[src/rtl/sqrt_task_scheduler.sv]
// sqrt_task_scheduler: round-robin dispatcher and in-order collector for a
// pool of N_UNITS formula units. Each triple goes to the next unit in turn.
// Results are released in acceptance order through a valid/ready port.
// Optional feature: define SQRT_SCHED_STALL_CNT_EN to add a saturating 32-bit
// stall_cnt output. It counts producer stall cycles (arg_vld && !arg_rdy).
module sqrt_task_scheduler #(
    parameter int N_UNITS = 4,
    parameter int W       = 32
) (
    input  logic                 clk,
    input  logic                 rst,
    input  logic                 arg_vld,
    output logic                 arg_rdy,
    input  logic [W-1:0]         a,
    input  logic [W-1:0]         b,
    input  logic [W-1:0]         c,
    output logic                 res_vld,
    input  logic                 res_rdy,
    output logic [W-1:0]         res,
    output logic [N_UNITS-1:0]   u_arg_vld,
    output logic [W-1:0]         u_a,
    output logic [W-1:0]         u_b,
    output logic [W-1:0]         u_c,
    input  logic [N_UNITS-1:0]   u_res_vld,
    input  logic [N_UNITS*W-1:0] u_res
`ifdef SQRT_SCHED_STALL_CNT_EN
    ,
    output logic [31:0]          stall_cnt
`endif
);

    localparam int PW = (N_UNITS > 1) ? $clog2(N_UNITS) : 1;

    typedef enum logic [1:0] {
        IDLE = 2'd0,
        BUSY = 2'd1,
        DONE = 2'd2
    } slot_state_t;

    slot_state_t        slot_q [N_UNITS];
    slot_state_t        slot_d [N_UNITS];
    logic [W-1:0]       hold_q [N_UNITS];
    logic [W-1:0]       hold_d [N_UNITS];
    logic [PW-1:0]      dp_q;
    logic [PW-1:0]      dp_d;
    logic [PW-1:0]      cp_q;
    logic [PW-1:0]      cp_d;
    logic               accept;
    logic               pop;
    logic [N_UNITS-1:0] u_arg_vld_d;

    // Pointer increment that wraps at N_UNITS-1 so non-power-of-two pools work.
    function automatic logic [PW-1:0] next_ptr(input logic [PW-1:0] p);
        return (p == PW'(N_UNITS - 1)) ? '0 : p + PW'(1);
    endfunction

    // Handshake signals come only from registered slot state and pointers.
    always_comb begin
        arg_rdy = (slot_q[dp_q] == IDLE);
        accept  = arg_vld && arg_rdy;
        res_vld = (slot_q[cp_q] == DONE);
        res     = hold_q[cp_q];
        pop     = res_vld && res_rdy;
    end

    // Per-slot next state. A done pulse only counts while the slot is BUSY.
    always_comb begin
        dp_d        = dp_q;
        cp_d        = cp_q;
        u_arg_vld_d = '0;
        for (int i = 0; i < N_UNITS; i++) begin
            slot_d[i] = slot_q[i];
            hold_d[i] = hold_q[i];
            case (slot_q[i])
                IDLE: begin
                    if (accept && (dp_q == PW'(i))) begin
                        slot_d[i]      = BUSY;
                        u_arg_vld_d[i] = 1'b1;
                    end
                end
                BUSY: begin
                    if (u_res_vld[i]) begin
                        slot_d[i] = DONE;
                        hold_d[i] = u_res[i*W +: W];
                    end
                end
                DONE: begin
                    if (pop && (cp_q == PW'(i))) begin
                        slot_d[i] = IDLE;
                    end
                end
                default: slot_d[i] = IDLE;
            endcase
        end
        if (accept) begin
            dp_d = next_ptr(dp_q);
        end
        if (pop) begin
            cp_d = next_ptr(cp_q);
        end
    end

    // Slot state, holding registers and ring pointers.
    always_ff @(posedge clk) begin
        if (!rst) begin
            for (int i = 0; i < N_UNITS; i++) begin
                slot_q[i] <= IDLE;
                hold_q[i] <= '0;
            end
            dp_q <= '0;
            cp_q <= '0;
        end else begin
            for (int i = 0; i < N_UNITS; i++) begin
                slot_q[i] <= slot_d[i];
                hold_q[i] <= hold_d[i];
            end
            dp_q <= dp_d;
            cp_q <= cp_d;
        end
    end

    // Start pulse and broadcast arguments. The arguments hold between accepts.
    always_ff @(posedge clk) begin
        if (!rst) begin
            u_arg_vld <= '0;
            u_a       <= '0;
            u_b       <= '0;
            u_c       <= '0;
        end else begin
            u_arg_vld <= u_arg_vld_d;
            if (accept) begin
                u_a <= a;
                u_b <= b;
                u_c <= c;
            end
        end
    end

`ifdef SQRT_SCHED_STALL_CNT_EN
    // Saturating count of cycles in which the producer is held off.
    always_ff @(posedge clk) begin
        if (!rst) begin
            stall_cnt <= '0;
        end else if (arg_vld && !arg_rdy && (stall_cnt != 32'hFFFF_FFFF)) begin
            stall_cnt <= stall_cnt + 32'd1;
        end
    end
`endif

endmodule

[config.mk]
export PLATFORM = sky130hd
export DESIGN_NAME = sqrt_task_scheduler
export DESIGN_NICKNAME = d
export VERILOG_FILES = /design/src/rtl/sqrt_task_scheduler.sv
export SDC_FILE = /design/constraint.sdc
export NUM_CORES = 1
export LEC_CHECK = 0
export ABC_AREA = 1
export BUFFER_PORTS_ARGS = -buffer_cell sky130_fd_sc_hd__buf_2
export CAP_MARGIN = 30
export CORE_AREA = 2 2 140 142
export CTS_CLUSTER_DIAMETER = 40
export CTS_CLUSTER_SIZE = 12
export DETAILED_ROUTE_END_ITERATION = 10
export DIE_AREA = 0 0 142 144
export PLACE_DENSITY = 0.85
export SYNTH_ARGS = -nofsm -noshare
export SYNTH_HDL_FRONTEND = slang
export SYNTH_SLANG_ARGS = --single-unit
[constraint.sdc]
create_clock -name clk -period 5.05 [get_ports clk]
set_clock_uncertainty 0.1 [all_clocks]
set_input_delay 0.2525 -clock clk [delete_from_list [all_inputs] [get_ports clk]]
set_output_delay 0.2525 -clock clk [all_outputs]
set_load 0.005 [all_outputs]
==> results.toml <==
[global_routing]
antenna_found_initial = 2
grtUsageTotal_pct = 37.2
grt_overflow = 0
grt_pass1_wl_um = 58800
grt_pass1_vias = 11200
grt_max_degree = 103

[hold_path]
hp-class = "input port to register"

[place]
gp_congestion = 0.850
io_buffers = 365
place_hpwl_um = 19000

[drt]
routedWlPerCell_um = 20.2
drtAntennaViolNets = 0
drt_iter0_markers = 994
dr.pass1.iters = 6
via_per_inst = 5.65
vias = 11100
route.detailed.drc = 0
drt_wl_total_um = 39600

[yosys]
yosysUniqueCellTypes = 22
yosys.cell_count.top_type = "nor2_1"
seq_area_frac_synth_pct = 60.9
yosysTopAreaCell = "edfxtp_1"
synth_cells = 1136
ys_seq_elements = 244
synthFlopType = "edfxtp_1"
synthTopCellsByArea = "edfxtp_1, dfxtp_1, nor2_1, nand3_1, inv_1"
synth_commonest_cells = "nor2_1, inv_1, edfxtp_1"
synth-async-reset-ratio_pct = 0
ys_warn_count = 0
synth_edf_count = 128
syn_area_per_cell_um2 = 8.92
syn-cell-area_um2 = 10100
yosysTopAreaCellShare_pct = 37.9
syn_nets = 1376

[clock_network]
cts-buffers-inserted = 31
insertion_delay_ns = 0.54
tritoncts = "yes"
clock-root-buffer = "clkbuf_16"
h-tree-depth = 1
cts_setup_buffers = 0
ctsResizeCount = 0
cts_max_path_buffers = 3
cts_hold_buf = 229
cts.sinks = 244
clk_pin_slew_ns = 0.05

[timing]
slew_headroom_pct = 31.6
hold_viol = 0
slew_viol_final = 0
fin_crit_ns = 2.77
fin_crit_sh_pct = 54.8
fin_setup_tns_ns = 0
setup_viol = 0
rsz0062_at_grt = "no"
tightestPinTransition_ns = 1.03
max_freq_mhz = 362

[floorplan]
initial_utilization_pct = 53.1
rows = 51
dieHeight_um = 144
design.die.area_um2 = 20400
ios = 366
core_area_um2 = 19100
die_w_um = 142

[status]
outcome = "complete, no violations"

[final_layout]
layout-drive-gt1-share_pct = 25.6
nets = 1939
fill_cells = 958
areaGrowthSynthToFinish_pct = 52.2
multi_input_area_um2 = 3050
area.sequential_um2 = 6170

[worst_setup_path]
regToRegSetupSlack_ns = 2.72
worstSetupPathType = "register to output port"
crit_arrival_ns = 2.41
end_kind = "output port"
cp_max_fo = 66
required_ns = 4.70
start_kind = "register"

[power]
vdd_drop_max_v = 0.000286
p_leak_uw = 0.00726
power_density_nw_per_um2 = 380
power_uw = 5850

[run]
max_cap_viol_count = 0
## sequential cells by signal, summed over array words and instances (netlist names), named ones only
name       cells
dp_q           2
u_arg_vld      4
u_c           32
u_a           32
slot_q         8
cp_q           2
u_b           32
hold_q       128
## worst max-delay path: stages (launching register included)
cell and delay, ns:
dfxtp_2 0.33, buf_4 0.56, o21ai_0 0.22, o22ai_1 0.51
buf_2 0.22
## layout by cell type, fill, tap and decap left out, drive strengths merged, types with 3 or more instances in the layout
| cell | n |
|---|---|
| a21oi | 103 |
| buf | 379 |
| bufinv | 3 |
| clkbuf | 38 |
| clkinv | 6 |
| clkinvlp | 5 |
| dfxtp | 116 |
| diode | 3 |
| dlygate4sd3 | 229 |
| edfxtp | 128 |
| ha | 8 |
| inv | 154 |
| nand2 | 116 |
| nand3 | 114 |
| nand4 | 6 |
| nor2 | 205 |
| nor3 | 3 |
| o21ai | 73 |
| o22ai | 32 |
## stage by stage
stage | hold WS [ns] | instance area [um^2] | utilization, % | instances | worst slack, ns
2_1_floorplan | 0.317 | 10100 | - | 1136 | 3.19
3_3_place_gp | 0.345 | 12000 | 62.8 | 1671 | 2.57
3_5_place_dp | 0.349 | 12100 | 63.2 | 1674 | 2.78
4_1_cts | 0.0403 | 15400 | 80.6 | 1958 | 2.36
5_1_grt | 0.0793 | 15400 | 80.8 | 1961 | 2.19
6_report | 0.0639 | 15400 | 80.8 | 1962 | 2.28
## final timing paths
kind | from | to | cells past startpoint
max | register | res[13] | 4
min | rst | cp_q[1] | 3
max reg2reg | slot_q[0][0] | u_a[25] | 8
min reg2reg | u_b[3] | u_b[3] | 2
## logic make-up (layout without fill, tap and decap cells)
group / after synthesis / after routing / synth area share, %
AO/OA/AOI/OAI: 208 / 208 / 10.7
other: 0 / 3 / 0
buffers and inverters: 229 / 814 / 9.15
flip-flops: 244 / 244 / 60.9
AND/OR/NAND/NOR: 447 / 447 / 18.3
adder cells (fa/ha/maj): 8 / 8 / 0.988
## layer usage
| layer | GRT usage [%] | up-vias | wire, um |
|---|---|---|---|
| li1 | - | 4851 | - |
| met1 | 39.4 | 5048 | 12600 |
| met2 | 65.0 | 952 | 19600 |
| met3 | 10.1 | 229 | 4650 |
| met4 | 25.1 | 0 | 2760 |
| met5 | 0 | - | 0 |
## power breakdown
part           leakage, uW  internal (uW)  switching [uW]  total, uW
Combinational      0.00449            517             775       1290
Sequential         0.00228           2280            99.1       2380
Clock             0.000485           1330             853       2180
Total              0.00726           4130            1730       5850
## final cells by class
cell class	count	share of cell area (%)
Tap cell	238	1.93
Antenna cell	3	0.0487
Inverter	151	3.69
Multi-Input combinational cell	663	19.8
Timing Repair Buffer	608	27.9
Clock inverter	17	1.23
Sequential cell	244	40.0
Clock buffer	38	5.40
Note: power is estimated with default switching activity, not from simulation.
